`src/rtl/diff_freq_serial_in.sv`:
```
// diff_freq_serial_in: dual-rate serial word receiver, LSB first, with a 2-flop input synchronizer.
// Optional macro RX_MAJORITY_VOTE_EN: each bit is the 2-of-3 majority of three mid-bit samples.
module diff_freq_serial_in #(
  parameter int DATA_BIT     = 16,
  parameter int TICK_PER_BIT = 16,
  parameter int TICK_10K_HZ  = 63,
  parameter int TICK_20K_HZ  = 31
) (
  input  logic                clk,
  input  logic                rst_n,
  input  logic                i_sel_freq,
  input  logic                i_start,
  input  logic                i_stop,
  input  logic                i_serial,
  output logic                o_bit_tick,
  output logic [DATA_BIT-1:0] o_data,
  output logic                o_busy,
  output logic                o_done_tick
);

  localparam int LO_W = (TICK_10K_HZ > 1) ? $clog2(TICK_10K_HZ) : 1;
  localparam int HI_W = (TICK_20K_HZ > 1) ? $clog2(TICK_20K_HZ) : 1;
  localparam int TW   = $clog2(TICK_PER_BIT);
  localparam int BW   = $clog2(DATA_BIT + 1);

  localparam logic [LO_W-1:0] LO_LAST   = LO_W'(TICK_10K_HZ - 1);
  localparam logic [HI_W-1:0] HI_LAST   = HI_W'(TICK_20K_HZ - 1);
  localparam logic [TW-1:0]   TICK_LAST = TW'(TICK_PER_BIT - 1);
  localparam logic [TW-1:0]   TICK_MID  = TW'(TICK_PER_BIT / 2 - 1);
  localparam logic [BW-1:0]   BIT_LAST  = BW'(DATA_BIT - 1);

  typedef enum logic {IDLE, DATA} state_e;

  state_e              state_q, state_d;
  logic [LO_W-1:0]     lo_cnt_q, lo_cnt_d;
  logic [HI_W-1:0]     hi_cnt_q, hi_cnt_d;
  logic [1:0]          sync_q, sync_d;
  logic                sel_q, sel_d;
  logic [TW-1:0]       tick_cnt_q, tick_cnt_d;
  logic [BW-1:0]       bit_cnt_q, bit_cnt_d;
  logic [DATA_BIT-1:0] shift_q, shift_d;
  logic [DATA_BIT-1:0] data_q, data_d;
  logic                bit_tick_q, bit_tick_d;
  logic                done_tick_q, done_tick_d;

  logic tick_lo, tick_hi, active_tick, rx_bit;

  assign tick_lo     = (lo_cnt_q == LO_LAST);
  assign tick_hi     = (hi_cnt_q == HI_LAST);
  assign active_tick = sel_q ? tick_hi : tick_lo;
  assign rx_bit      = sync_q[1];

`ifdef RX_MAJORITY_VOTE_EN
  logic [1:0] vote_q, vote_d;
  logic       vote_bit;
  assign vote_bit = (vote_q[0] & vote_q[1]) | (vote_q[0] & rx_bit) | (vote_q[1] & rx_bit);
`endif

  always_comb begin
    // NOTE: every _d gets its hold value first, so no branch below can infer a latch.
    lo_cnt_d    = tick_lo ? '0 : lo_cnt_q + LO_W'(1);
    hi_cnt_d    = tick_hi ? '0 : hi_cnt_q + HI_W'(1);
    sync_d      = {sync_q[0], i_serial};
    state_d     = state_q;
    sel_d       = sel_q;
    tick_cnt_d  = tick_cnt_q;
    bit_cnt_d   = bit_cnt_q;
    shift_d     = shift_q;
    data_d      = data_q;
    bit_tick_d  = 1'b0;
    done_tick_d = 1'b0;
`ifdef RX_MAJORITY_VOTE_EN
    vote_d      = vote_q;
`endif

    case (state_q)
      IDLE: begin
        if (i_start && !i_stop) begin
          state_d    = DATA;
          sel_d      = i_sel_freq;
          tick_cnt_d = '0;
          bit_cnt_d  = '0;
        end
      end
      DATA: begin
        if (i_stop) begin
          state_d = IDLE;
        end else if (active_tick) begin
          // Sampling looks at the pre-increment tick count.
`ifdef RX_MAJORITY_VOTE_EN
          if (tick_cnt_q == TICK_MID - TW'(1)) vote_d[0] = rx_bit;
          if (tick_cnt_q == TICK_MID)          vote_d[1] = rx_bit;
          if (tick_cnt_q == TICK_MID + TW'(1)) shift_d = {vote_bit, shift_q[DATA_BIT-1:1]};
`else
          if (tick_cnt_q == TICK_MID) shift_d = {rx_bit, shift_q[DATA_BIT-1:1]};
`endif
          if (tick_cnt_q == TICK_LAST) begin
            tick_cnt_d = '0;
            bit_tick_d = 1'b1;
            bit_cnt_d  = bit_cnt_q + BW'(1);
            if (bit_cnt_q == BIT_LAST) begin
              data_d      = shift_q;
              done_tick_d = 1'b1;
              state_d     = IDLE;
            end
          end else begin
            tick_cnt_d = tick_cnt_q + TW'(1);
          end
        end
      end
    endcase
  end

  always_ff @(posedge clk) begin
    // NOTE: state uses non-blocking assignments only; the shift register is reset too so an aborted word never lingers.
    if (!rst_n) begin
      state_q     <= IDLE;
      lo_cnt_q    <= '0;
      hi_cnt_q    <= '0;
      sync_q      <= '0;
      sel_q       <= 1'b0;
      tick_cnt_q  <= '0;
      bit_cnt_q   <= '0;
      shift_q     <= '0;
      data_q      <= '0;
      bit_tick_q  <= 1'b0;
      done_tick_q <= 1'b0;
`ifdef RX_MAJORITY_VOTE_EN
      vote_q      <= '0;
`endif
    end else begin
      state_q     <= state_d;
      lo_cnt_q    <= lo_cnt_d;
      hi_cnt_q    <= hi_cnt_d;
      sync_q      <= sync_d;
      sel_q       <= sel_d;
      tick_cnt_q  <= tick_cnt_d;
      bit_cnt_q   <= bit_cnt_d;
      shift_q     <= shift_d;
      data_q      <= data_d;
      bit_tick_q  <= bit_tick_d;
      done_tick_q <= done_tick_d;
`ifdef RX_MAJORITY_VOTE_EN
      vote_q      <= vote_d;
`endif
    end
  end

  assign o_bit_tick  = bit_tick_q;
  assign o_data      = data_q;
  assign o_busy      = (state_q == DATA);
  assign o_done_tick = done_tick_q;

endmodule

```
`config.mk`:
```
export PLATFORM = sky130hd
export DESIGN_NAME = diff_freq_serial_in
export DESIGN_NICKNAME = d
export VERILOG_FILES = /design/src/rtl/diff_freq_serial_in.sv
export SDC_FILE = /design/constraint.sdc
export NUM_CORES = 1
export LEC_CHECK = 0
export BUFFER_PORTS_ARGS = -buffer_cell sky130_fd_sc_hd__buf_2
export CAP_MARGIN = 20
export CORE_MARGIN = 2
export CORE_UTILIZATION = 45
export CTS_CLUSTER_DIAMETER = 120
export CTS_CLUSTER_SIZE = 8
export DETAILED_ROUTE_END_ITERATION = 12
export GPL_TIMING_DRIVEN = 0
export PLACE_DENSITY = 0.62
export SYNTH_ARGS = -nofsm -noshare
export SYNTH_HDL_FRONTEND = slang
export SYNTH_SLANG_ARGS = --single-unit
```
`constraint.sdc`:
```
create_clock -name clk -period 3.75 [get_ports clk]
set_clock_uncertainty 0.1 [all_clocks]
set_input_delay 0.375 -clock clk [delete_from_list [all_inputs] [get_ports clk]]
set_output_delay 0.375 -clock clk [all_outputs]
set_load 0.01 [all_outputs]
```
Word-level counts from Yosys, hierarchy flattened

Cells that the tools add are included.

Add/subtract/negate cells: 4
Equal/unequal tests: 9
Multiplexer cells: 19
Bitwise operators: 5
Reduce and logical (&&, ||, !) cells: 11

Operators with widths:

| cell                  | count |
|---|---|
| $mux W5               | 4 |
| $mux W4               | 4 |
| $add A5 B1 Y5 const B | 2 |
| $pmux W5 S2           | 1 |
| $mux W1               | 8 |
| $pmux W4 S2           | 1 |
| $reduce_and A4 Y1     | 2 |
| $add A6 B1 Y6 const B | 1 |
| $eq A6 B6 Y1 const B  | 1 |
| $eq A5 B4 Y1 const B  | 1 |
| $eq A5 B5 Y1 const B  | 1 |
| $not A1 Y1            | 5 |
| $reduce_and A5 Y1     | 1 |
| $reduce_or A5 Y1      | 1 |
| $add A4 B1 Y4 const B | 1 |
| $eq A4 B3 Y1 const B  | 1 |
| $eq A4 B4 Y1 const B  | 1 |
| $ne A2 B1 Y1 const B  | 2 |
| $ne A2 B2 Y1 const B  | 2 |
| $reduce_or A2 Y1      | 2 |
| $reduce_or A4 Y1      | 1 |
| $reduce_and A3 Y1     | 1 |
| $pmux W1 S2           | 1 |
| $reduce_and A2 Y1     | 1 |
| other kinds (2)       | 2 |

Flip-flop bits (word level): 58
Logic and storage cells: 59

Logic depth before layout (Yosys ltp)

Depth in word-level cells: 6
Depth in mapped cells: 9
Depth with buffers taken out: 7

Worst setup path before layout

Ideal clock, no wire load.

Kind: reg2reg
Start: register hi_cnt_q[0]
End: register shift_q[0]
Arrival: 1.554 ns
Data required time: 3.578 ns
Path slack: 2.024 ns
Stages on the path, launching flop included: 10
Clock period less this slack: 1.726 ns
Cell sequence: dfxtp_1 > inv_1 > ha_1 > nand4_2 > o22ai_2 > buf_6 > and3_4 > buf_12 > buf_12 > mux2i_1

Longest elaborated chain between the ends: 3

RTL lines:

| what                               | line | text |
|---|---|---|
| start, declared                    | 36   | `logic [HI_W-1:0] hi_cnt_q, hi_cnt_d;` |
| start signal, assigned             | 134  | `hi_cnt_q <= hi_cnt_d;` |
| $eq A5 B5 Y1                       | 49   | `assign tick_hi = (hi_cnt_q == HI_LAST);` |
| $mux W1                            | 50   | `assign active_tick = sel_q ? tick_hi : tick_lo;` |
| $reduce_and A4 Y1 (no source line) | -    |  |
| end signal, assigned               | 139  | `shift_q <= shift_d;` |
| end, declared                      | 41   | `logic [DATA_BIT-1:0] shift_q, shift_d;` |

No other way between the ends.
A chain may end at the register's enable or synchronous reset.

Worst setup path in the final report

Start: register hi_cnt_q[0]
End: register shift_q[1]

The elaborated chain is that of the path after synthesis.

==> impl_metrics.yaml <==
run_status:
  status: "complete, no violations"
drt:
  drtAntennaViolNets: 0
  first_pass_iters: 4
  drt_iter0_drc: 63
  routed_via_density: 4.88
  routed-via-count: 1653
  post_drt_wl_per_cell_um: 11.6
  wl_mm: 3.92
  drc: 0
synth:
  synth_area_leader_cell: "dfxtp_1"
  synthDistinctLibCells: 40
  ys_seq_area_frac: 0.497
  syn_nets: 245
  synth_seq_cells: 58
  avgSynthCellArea_um2: 10.1
  syn-cell-area_mm2: 0.00234
  synth_top_area_frac: 0.497
  ys_warn_count: 0
  yosys-top-cells-area: "dfxtp_1 (50%), mux2i_1 (14%), nand2_1 (6.7%)"
  syn_inst: 232
finish:
  diodes: 0
  fin_nets: 279
  drive_above_1_share: 0.182
  synthToLayoutAreaGrowth_pct: 15.5
  fin_util: 0.532
  postLayoutCellArea_mm2: 0.00270
  stdcell_count: 339
job:
  max_cap_violations: 0
worst_setup_path:
  worstSetupStartpointType: "flop"
  max_stage_delay_ps: 330
  crit_top_cell: "buf_12"
  worstSetupEndpointType: "flop"
  cp_max_fo: 10
  r2r_setup_slack_ps: 1860
  path_class: "reg -> reg"
  crit_path_cell_trace: "inv_1 > ha_1 > nand4_2 > o22ai_2 > buf_6 > and3_4 > buf_12 > buf_12 > mux2i_1"
  crit_arrival_ps: 2030
  endpoint: "shift_q[1]$_SDFFE_PN0P_"
  cp_slowest_cell: "dfxtp_1"
  r2r_start: "hi_cnt_q[0]$_SDFF_PP0_"
  worstPathRequired_ps: 3900
  crit_start: "hi_cnt_q[0]$_SDFF_PP0_"
  ff2ff_path_depth: 9
  reg2reg_to: "shift_q[1]$_SDFFE_PN0P_"
power:
  p_total_mw: 1.14
  peakVddDrop_v: 0.000226
  p_leak_nw: 1.08
  power.density_mw_per_mm2: 421
clock_tree:
  cts.sinks: 58
  root_buffer: "clkbuf_8"
  clk_latency_ps: 320
  cts_tree: "built"
  cts_hold_buf: 0
  cts_setup_buffers: 0
  cts_made_buffers: 9
  htreeDepth: 3
  cts_resized: 0
  path_clk_slew_ps: 60
  clockBufferDepth: 2
placement:
  dp_hpwl_mm: 2.71
  port-buffer-count: 23
  dp.cells: 325
  globalplace.congestion: 0.810
  dpl-instance-area_mm2: 0.00254
timing:
  finalCriticalPeriod_ps: 1890
  rsz0062_at_grt: "false"
  drv_slew: 0
  fmax_mhz: 530
  setup_tns_ps: 0
  relSlewSlack: 0.678
  setup_viol: 0
  finalCritPeriodShare: 0.503
  tightestPinTransition_ps: 483
  hold_viol: 0
die:
  fp.dieH_um: 76.1
  ioPinCount: 25
  die_x_um: 76.1
  core_area_mm2: 0.00507
  start_util: 0.461
  rows: 26
  dieArea_mm2: 0.00579
min_path:
  hold_path.class: "in -> reg"
  holdPathStages: 2
global_route:
  grt_max_degree: 11
  grt-ovfl-total: 0
  grt_pass1_wl_mm: 6.92
  antenna_found_initial: 0
  grt.total_usage: 0.150
  grt_pass1_vias: 1554
[metal layers]
metal | up-vias | share of wire | global-route usage
met4 | 0 | 0.017 | 0.0964
li1 | 864 | - | -
met2 | 24 | 0.44 | 0.213
met1 | 758 | 0.52 | 0.201
met5 | - | 0 | 0
met3 | 7 | 0.030 | 0.0391
[cell usage in the layout, fill, tap and decap left out, types with 2 or more instances in the layout]
cell type / instances
o311a_1: 2
nor2_1: 16
clkbuf_1: 6
xnor2_1: 2
nand3_1: 9
xor2_1: 5
nor3_1: 2
buf_12: 2
nand3b_1: 2
o22ai_1: 2
buf_6: 2
clkbuf_8: 10
ha_1: 7
and2_1: 3
nor2b_1: 2
buf_2: 23
clkinv_2: 2
a21oi_1: 4
o21ai_0: 2
inv_1: 10
dfxtp_1: 58
mux2i_1: 33
and3_1: 3
nand2_1: 42
[cell usage after synthesis, drive strengths merged]
cell type   n
o21ai       2
dfxtp      58
and4        1
nand3b      2
o32ai       1
nand4       2
nand3       9
nor3b       1
inv        10
xor2        5
and2        3
o22ai       3
and3b       1
o2bb2a      1
ha          7
a21o        1
o211a       1
nand4bb     1
a31o        1
a21oi       4
and3        5
mux2i      33
nor3        2
nor2       16
a311oi      1
clkbuf      5
nand2      42
a32o        1
nor2b       2
buf         5
xnor2       2
o21ba       1
o311a       2
or3b        1
[layout make-up]
type	count	area [um^2]
Sequential cell	58	1160
Clock inverter	3	17.5
Fill cell	491	2380
Inverter	10	37.5
Buffer	10	88.8
Timing Repair Buffer	23	115
Clock buffer	11	141
Multi-Input combinational cell	154	1050
Tap cell	70	87.6
[critical path, delay by kind of cell, from the launching register on]
family                   cells  cell delay (ps)
buffers and inverters        4              480
adder cells (fa/ha/maj)      1              160
AND/OR/NAND/NOR              2              350
AO/OA/AOI/OAI                1              220
flip-flops                   1              330
multiplexers                 1              170
[registers in the layout, indices dropped and copies added (netlist names), 2 cells and up]
| signal | count |
|---|---|
| bit_cnt_q | 5 |
| hi_cnt_q | 5 |
| lo_cnt_q | 6 |
| o_data | 16 |
| shift_q | 16 |
| sync_q | 2 |
| tick_cnt_q | 4 |
[logic make-up (layout without fill, tap and decap cells)]
logic type | count (synthesis) | count (layout) | synth area share
and+or+nand+nor | 88 | 88 | 0.180
DFF | 58 | 58 | 0.497
muxes | 33 | 33 | 0.141
buffers and inverters | 20 | 57 | 0.0541
AOI/OAI and AO/OA | 19 | 19 | 0.0637
adders and majority gates | 7 | 7 | 0.0375
xor gates and xnor gates | 7 | 7 | 0.0262
[worst min path at each step]
stage,startpoint,end,slack (ps)
finish,i_serial,sync_q[0]$_SDFF_PN0_,160
global route,i_serial,sync_q[0]$_SDFF_PN0_,150
global placement,sync_q[0]$_SDFF_PN0_,sync_q[1]$_SDFF_PN0_,320
floorplan,sync_q[0]$_SDFF_PN0_,sync_q[1]$_SDFF_PN0_,310
detailed placement,sync_q[0]$_SDFF_PN0_,sync_q[1]$_SDFF_PN0_,320
CTS,i_serial,sync_q[0]$_SDFF_PN0_,140
[power by group]
| group | total [mW] | leakage, nW | internal, mW | switching (mW) |
|---|---|---|---|---|
| Clock | 0.472 | 0.0810 | 0.248 | 0.225 |
| Combinational | 0.0341 | 0.528 | 0.0130 | 0.0212 |
| Sequential | 0.631 | 0.469 | 0.624 | 0.00726 |
| Total | 1.14 | 1.08 | 0.885 | 0.253 |
[stage by stage]
| step | hold WS (ps) | setup WS, ps |
|---|---|---|
| after floorplan | 312 | 2020 |
| after global placement | 318 | 1880 |
| after detailed placement | 322 | 1870 |
| after CTS | 144 | 1860 |
| after global routing | 147 | 1710 |
| final | 159 | 1860 |
Power figures use the tool's default switching activity.
